==> src/rtl/multdiv_pkg.sv <==
// Shared definitions for the multiply/divide sequencers: FSM encoding, operand widths
// and the writeback packet layout.
package multdiv_pkg;

    localparam int OPA_W              = 32;
    localparam int OPB_W              = 16;
    localparam int RESULT_W           = 32;
    localparam int TIMEOUT_CYCLES_DEF = 15;

    localparam logic [1:0] ST_IDLE  = 2'd0;
    localparam logic [1:0] ST_CLEAR = 2'd1;
    localparam logic [1:0] ST_RUN   = 2'd2;
    localparam logic [1:0] ST_DONE  = 2'd3;

    typedef struct packed {
        logic [RESULT_W-1:0] result;
        logic                exception;
        logic                timeout;
    } wb_pkt_t;

endpackage

==> src/rtl/multdiv_timeout_counter.sv <==
// Clearable saturating up-counter; hit_o flags the increment that reaches LIMIT.
// Clear wins over enable; no backpressure.
module multdiv_timeout_counter #(
    parameter int LIMIT = 15,
    parameter int CNT_W = $clog2(LIMIT + 1)
) (
    input  logic clk_i,
    input  logic rst_ni,
    input  logic clr_i,
    input  logic en_i,
    output logic hit_o
);

    logic [CNT_W-1:0] count_q, count_d;

    always_comb begin
        count_d = count_q;
        if (clr_i) begin
            count_d = '0;
        end else if (en_i && (count_q != CNT_W'(LIMIT))) begin
            count_d = count_q + CNT_W'(1);
        end
    end

    assign hit_o = en_i && !clr_i && (count_q == CNT_W'(LIMIT - 1));

    always_ff @(posedge clk_i or negedge rst_ni) begin
        if (!rst_ni) begin
            count_q <= '0;
        end else begin
            count_q <= count_d;
        end
    end

endmodule

==> src/rtl/multdiv_mult_ctrl.sv <==
// Issue/writeback sequencer around the iterative multiplier: accept -> clear -> run -> hold
// packet until wb_ack. Nominal accept-to-wb_valid latency 10 cycles; stall held while busy.
module multdiv_mult_ctrl
    import multdiv_pkg::*;
#(
    parameter int TAG_W          = 5,
    parameter int TIMEOUT_CYCLES = TIMEOUT_CYCLES_DEF
) (
    input  logic                clock,
    input  logic                resetn,
    input  logic                ctrl_MULT_req,
    input  logic [OPA_W-1:0]    data_operandA,
    input  logic [OPB_W-1:0]    data_operandB,
    input  logic [TAG_W-1:0]    data_tag,
    output logic [OPA_W-1:0]    mult_operandA,
    output logic [OPB_W-1:0]    mult_operandB,
    output logic                mult_ctrl_MULT,
    input  logic [RESULT_W-1:0] mult_result,
    input  logic                mult_exception,
    input  logic                mult_inputRDY,
    input  logic                mult_resultRDY,
    output logic                stall,
    output logic                wb_valid,
    output logic [RESULT_W-1:0] wb_result,
    output logic [TAG_W-1:0]    wb_tag,
    output logic                wb_exception,
    output logic                wb_timeout,
    input  logic                wb_ack
);

    logic [1:0]       state_q, state_d;
    logic [OPA_W-1:0] opa_q;
    logic [OPB_W-1:0] opb_q;
    logic [TAG_W-1:0] tag_q, wb_tag_q;
    wb_pkt_t          pkt_q, pkt_d;
    logic             accept, capture, cnt_en, cnt_hit;

    assign accept = (state_q == ST_IDLE) && ctrl_MULT_req;

    multdiv_timeout_counter #(
        .LIMIT (TIMEOUT_CYCLES)
    ) u_timeout (
        .clk_i  (clock),
        .rst_ni (resetn),
        .clr_i  (accept),
        .en_i   (cnt_en),
        .hit_o  (cnt_hit)
    );

    // The multiplier self-clears after flagging an exception, so it is captured on the spot.
    always_comb begin
        state_d = state_q;
        pkt_d   = pkt_q;
        capture = 1'b0;
        cnt_en  = 1'b0;
        case (state_q)
            ST_IDLE: begin
                if (ctrl_MULT_req) state_d = ST_CLEAR;
            end
            ST_CLEAR: begin
                if (mult_inputRDY) begin
                    state_d = ST_RUN;
                end else begin
                    cnt_en = 1'b1;
                    if (cnt_hit) begin
                        state_d = ST_DONE;
                        capture = 1'b1;
                        pkt_d   = '{result: '0, exception: 1'b1, timeout: 1'b1};
                    end
                end
            end
            ST_RUN: begin
                cnt_en = 1'b1;
                if (mult_exception) begin
                    state_d = ST_DONE;
                    capture = 1'b1;
                    pkt_d   = '{result: '0, exception: 1'b1, timeout: 1'b0};
                end else if (mult_resultRDY) begin
                    state_d = ST_DONE;
                    capture = 1'b1;
                    pkt_d   = '{result: mult_result, exception: 1'b0, timeout: 1'b0};
                end else if (cnt_hit) begin
                    state_d = ST_DONE;
                    capture = 1'b1;
                    pkt_d   = '{result: '0, exception: 1'b1, timeout: 1'b1};
                end
            end
            ST_DONE: begin
                if (wb_ack) state_d = ST_IDLE;
            end
            default: state_d = ST_IDLE;
        endcase
    end

    always_ff @(posedge clock or negedge resetn) begin
        if (!resetn) begin
            state_q  <= ST_IDLE;
            opa_q    <= '0;
            opb_q    <= '0;
            tag_q    <= '0;
            wb_tag_q <= '0;
            pkt_q    <= '0;
        end else begin
            state_q <= state_d;
            pkt_q   <= pkt_d;
            if (accept) begin
                opa_q <= data_operandA;
                opb_q <= data_operandB;
                tag_q <= data_tag;
            end
            if (capture) wb_tag_q <= tag_q;
        end
    end

    assign mult_operandA  = opa_q;
    assign mult_operandB  = opb_q;
    assign mult_ctrl_MULT = (state_q == ST_RUN);
    assign stall          = (state_q != ST_IDLE);
    assign wb_valid       = (state_q == ST_DONE);
    assign wb_result      = pkt_q.result;
    assign wb_exception   = pkt_q.exception;
    assign wb_timeout     = pkt_q.timeout;
    assign wb_tag         = wb_tag_q;

endmodule

==> config.mk <==
export PLATFORM = sky130hd
export DESIGN_NAME = multdiv_mult_ctrl
export DESIGN_NICKNAME = d
export VERILOG_FILES = /design/src/rtl/multdiv_pkg.sv /design/src/rtl/multdiv_timeout_counter.sv /design/src/rtl/multdiv_mult_ctrl.sv
export SDC_FILE = /design/constraint.sdc
export NUM_CORES = 1
export LEC_CHECK = 0
export CAP_MARGIN = 20
export CORE_ASPECT_RATIO = 0.75
export CORE_UTILIZATION = 44
export DETAILED_ROUTE_END_ITERATION = 10
export HOLD_SLACK_MARGIN = 0.05
export PLACE_DENSITY = 0.95
export SLEW_MARGIN = 20
export SYNTH_ARGS = -nofsm -noshare
export SYNTH_HDL_FRONTEND = slang
export SYNTH_SLANG_ARGS = --single-unit
export TNS_END_PERCENT = 10
==> constraint.sdc <==
create_clock -name clock -period 5.3 [get_ports clock]
set_clock_uncertainty 0.05 [all_clocks]
set_input_delay 1.06 -clock clock [delete_from_list [all_inputs] [get_ports clock]]
set_output_delay 1.06 -clock clock [all_outputs]
set_load 0.1 [all_outputs]
== Word-level counts from Yosys, hierarchy flattened ==
Cells that the tools add are included.

* Bits in registers: 98
* Latch bits: 0
* RAM bits: 0
* Memory bits (read-only): 0
* Output and inout port bits: 90
* Logic and storage cells: 50
* Memories: 0

* $add $sub $neg: 1
* Multipliers: 0
* Divide/modulo/power cells: 0
* Order comparisons: 0
* Eq/ne operators: 8
* Shift-type cells: 0
* Multiplexer cells: 21
* Bitwise logic cells: 0
* Reduce and logical (&&, ||, !) cells: 11

{| class="wikitable"
|+ Operators with widths
! kind !! count
|-
| $mux 34 || 4
|-
| $pmux 34 s2 || 1
|-
| $mux 2 || 6
|-
| $mux 4 || 2
|-
| $pmux 2 s4 || 1
|-
| $reduce_bool 2->1 || 3
|-
| $mux 1 || 5
|-
| $add 4x1->4 const B || 1
|-
| $eq 2x2->1 const B || 2
|-
| $eq 4x4->1 const B || 1
|-
| $logic_and 1x1->1 || 4
|-
| $ne 2x2->1 const B || 2
|-
| $ne 4x4->1 const B || 1
|-
| $pmux 1 s2 || 2
|-
| $reduce_and 2->1 || 2
|-
| $eq 2x1->1 const B || 1
|-
| $logic_not 2->1 || 1
|-
| $ne 2x1->1 const B || 1
|-
| $logic_not 1->1 || 1
|}

== Logic depth before layout (Yosys ltp) ==
* Depth in word-level cells: 9
* Depth in mapped cells: 8
* Depth with buffers taken out: 6

== Modules after synthesis ==
Synthesis repeated with hierarchy kept, for this count alone.

* Cell total of the unflattened synthesis: 253
* Area, all modules: 3893.7 um^2

{| class="wikitable"
|+ Modules (own cells, without submodules)
! module !! instances !! cells an instance !! area an instance (um^2) !! seq. area each (um^2)
|-
| multdiv_mult_ctrl || 1 || 229 || 3639.7 || 2352.3
|-
| multdiv_timeout_counter || 1 || 24 || 254.0 || 100.1
|}

== Worst setup path before layout ==
OpenSTA, ideal clock, no wires.

* Path type: register to register
* Start point: reg state_q[0]
* End point: reg pkt_q, in the netlist wb_result[10]
* Setup time: 0.069 ns
* Arrival: 2.450 ns
* Data required time: 5.181 ns
* Setup slack: 2.731 ns
* Stages on the path, launching flop included: 8
* Path through: dfrtp_1 > inv_1 > ha_1 > buf_2 > nand3_1 > nor2_1 > clkbuf_1 > a22o_1

* Elaborated cells between the ends (all ways): 16
* Classes of those cells: eq/ne (3); mux (6); reduce/logical (7)

{| class="wikitable"
|+ RTL lines
! element !! RTL line !! RTL
|-
| start, declared || multdiv_mult_ctrl.sv:31 || <nowiki>logic [1:0] state_q, state_d;</nowiki>
|-
| start signal, assigned || multdiv_mult_ctrl.sv:104 || <nowiki>state_q <= state_d;</nowiki>
|-
| $eq 2x2->1 (*) || -- ||
|-
| via mult_ctrl_MULT || multdiv_mult_ctrl.sv:17 || <nowiki>output logic mult_ctrl_MULT,</nowiki>
|-
| $pmux 1 s2 || multdiv_mult_ctrl.sv:56 || <nowiki>case (state_q)</nowiki>
|-
| $logic_and 1x1->1 (2 in series) || multdiv_timeout_counter.sv:25 || <nowiki>assign hit_o = en_i && !clr_i && (count_q == CNT_W'(LIMIT - 1));</nowiki>
|-
| $mux 34 (3 in series) || -- ||
|-
| $pmux 34 s2 || multdiv_mult_ctrl.sv:56 ||
|-
| end signal, assigned || multdiv_mult_ctrl.sv:105 || <nowiki>pkt_q <= pkt_d;</nowiki>
|-
| end, declared || multdiv_mult_ctrl.sv:35 || <nowiki>wb_pkt_t pkt_q, pkt_d;</nowiki>
|}

The timed path passes the listed nets; every way through them passes the cells marked *. The select of a mux whose other input is x is not followed.
A chain may end at the register's enable or synchronous reset.

== Final worst setup path ==
* Start point: reg state_q[0]
* End point: out mult_ctrl_MULT

* Longest elaborated chain between the ends: 1

{| class="wikitable"
|+ RTL lines
! element !! RTL line !! RTL
|-
| $eq 2x2->1 || multdiv_mult_ctrl.sv:117 || <nowiki>assign mult_ctrl_MULT = (state_q == ST_RUN);</nowiki>
|-
| end, declared || multdiv_mult_ctrl.sv:17 ||
|}

No other way between the ends.

==> metrics <==
GRT overflow=0; CP arrival=2.61 ns; Sum Neg Setup Slack=0 ns; vias in the first global route=3508; site row count=29; CTS resizes=0; Setup CP Type=reg2out; worst r2r path cells=7; Final setup viols=0; Worst Hold Depth=2; FF-to-FF End=wb_tag[1]$_DFFE_PN0P_; RR Startpoint=state_q[0]$_DFFE_PN0P_; Max transition margin=31.2%; nets=652; register area share after synthesis=62.6%; antenna diode count=0; CP max-delay cell=clkdlybuf4s50_1; initial antenna violation count=0; drt via density=5.10; hold crit path type=reg2reg; antenna-violating nets left=0; Syn Area/Cell=10.4 um2; Ys Warns=0; total track usage=24.8%; CTS tree=built; R2R setup slack=2.52 ns; worst path cell trace=inv_1 > ha_1 > clkdlybuf4s50_1; GPL Wtd Cong=0.801; Synth cell types=38; M3 GR Usage=8.93%; Die Span Y=83.7 um; hold endpoint=mult_operandA[21]$_DFFE_PN0P_; port bufs=181; Tcrit/Tclk final=70.1%; largest net degree at the start of global routing=56; first-pass GRT wire length=18000 um; Setup Slack @ Placement=1.73 ns; residual DRC count=0; Synth Instances=377; fin crit period=3.72 ns; Worst Tran Pin Value=1.03 ns; # IOs=182; GR Util met1=31.2%; fmax=269 MHz; Worst Path Required=4.19 ns; drt first pass iters=4; RSZ-0062 raised after global routing=no; Root Driver=clkbuf_16; synthesized area=0.00392 mm2; DP Wirelength=7410 um; CP endpoint kind=output pin; GR Layer Usage met2=40.0%; Worst-path clk slew=0.06 ns; clk_lat worst skew=0.33 ns; die area=0.00929 mm2; final worst-path setup slack=1.58 ns; initial drt markers=144; clock sinks=98; hold path startpoint=mult_operandA[21]$_DFFE_PN0P_; DR WL/cell=16.3 um; Final Max Tran Viols=0; htree depth=3; count of final hold-check violations=0; final core occ=71.3%; Synth-to-Final Area Change=55.2%; Worst Path Max Fanout=12; Via Count=3389; Core ar.=0.00853 mm2; post-cts hold buffer count=0; Most Crowded Layer GR=met2; Seq cells post-synth=98; clk buf depth=2; CTS Buf Count=9; synthesized net count=477; maxcap violations=0; drt total wl=10800 um; slowest stage delay, CP=1.23 ns; Post-CTS Setup Bufs=0; startpoint types=flop; die width=111 um; Initial Util=45.9%; share of cells above drive strength 1=3.96%; status=finished clean
## routing by layer
layer	part of all wire, %	routed length, um
met2	48	5180
met1	42	4560
met5	0	0
met4	1.4	150
met3	8.7	942
## worst max-delay path: cells and delay by family, from the launching register on
family                   cells  cell delay (ns)
buffers and inverters        2             1.38
flip-flops                   1             0.44
adder cells (fa/ha/maj)      1             0.44
## stage by stage
| stage | area [um2] | hold WS [ns] | std cells |
|---|---|---|---|
| 2_1_floorplan | 3920 | 0.388 | 377 |
| 6_report | 6080 | 0.427 | 664 |
| 3_5_place_dp | 5790 | 0.414 | 649 |
| 4_1_cts | 6080 | 0.429 | 664 |
| 5_1_grt | 6080 | 0.441 | 664 |
| 3_3_place_gp | 5780 | 0.408 | 649 |
## cells in the mapped netlist, drive strengths merged
master   number  area share (%)
ha            8             2.6
nand4         1            0.16
a22oi         1            0.32
nand3         3            0.38
dfrtp        98              63
and4          1            0.22
o31ai         1            0.19
and2b         1            0.19
a31oi         1            0.16
or3           2            0.32
xor2          1            0.22
a2bb2oi       1            0.22
nand2       164              16
nor2          8            0.77
o21ai         4            0.51
a21oi         6            0.77
a211oi        1            0.19
a22o         32             7.2
mux2          5             1.4
or2           1            0.16
inv           6            0.58
buf          10             1.7
o211ai        1            0.19
o22a          1            0.22
clkbuf        9            0.86
xnor2         1            0.22
nor2b         1            0.16
a221oi        1            0.22
a221o         1            0.29
o22ai         2            0.32
and2          1            0.16
o2111ai       1            0.22
o2bb2ai       1            0.22
o21a          1            0.19
## worst max path at each step
stage / from / to / slack, ns / cells after the start
after floorplan: state_q[0]$_DFFE_PN0P_ / wb_result[10]$_DFFE_PN0P_ / 2.73 / 7
final: state_q[0]$_DFFE_PN0P_ / mult_ctrl_MULT / 1.58 / 3
after global placement: ctrl_MULT_req / wb_tag[4]$_DFFE_PN0P_ / 1.81 / 6
after detailed placement: ctrl_MULT_req / wb_tag[0]$_DFFE_PN0P_ / 1.73 / 6
after CTS: state_q[0]$_DFFE_PN0P_ / mult_ctrl_MULT / 1.59 / 3
after global routing: state_q[0]$_DFFE_PN0P_ / mult_ctrl_MULT / 1.47 / 3
## area by class of cell
| type | instances | area [um2] |
|---|---|---|
| Fill cell | 594 | 2450 |
| Sequential cell | 98 | 2450 |
| Clock inverter | 4 | 51.3 |
| Timing Repair Buffer | 183 | 1820 |
| Inverter | 6 | 22.5 |
| Clock buffer | 11 | 243 |
| Multi-Input combinational cell | 254 | 1350 |
| Tap cell | 108 | 135 |
## logic make-up (layout without fill, tap and decap cells)
family          count (synthesis)  in the layout  share of synthesized area, %
simple gates                  183            183                          18.4
flops                          98             98                          62.6
compound gates                 56             56                          11.4
buf+inv                        25            204                          3.10
fa+ha+maj                       8              8                          2.56
mux                             5              5                          1.44
xor+xnor                        2              2                         0.447
## layout by cell type, fill, tap and decap left out, drive strengths merged, types with 2 or more instances in the layout
| master | n |
|---|---|
| a22o | 32 |
| nor2 | 8 |
| mux2 | 5 |
| buf | 3 |
| inv | 7 |
| ha | 8 |
| nand3 | 3 |
| or3 | 2 |
| o22ai | 2 |
| dfrtp | 98 |
| clkdlybuf4s50 | 180 |
| a21oi | 6 |
| nand2 | 164 |
| o21ai | 4 |
| clkbuf | 11 |
## flip-flops by register name, summed over array words and instances, names as in the netlist
name,count
mult_operandA,32
u_timeout.count_q,4
mult_operandB,16
tag_q,5
wb_result,32
state_q,2
wb_tag,5
wb_timeout,1
wb_exception,1
Power is not shown: default switching activity piles up to over one toggle a cycle in this logic, so the estimate is an artifact.
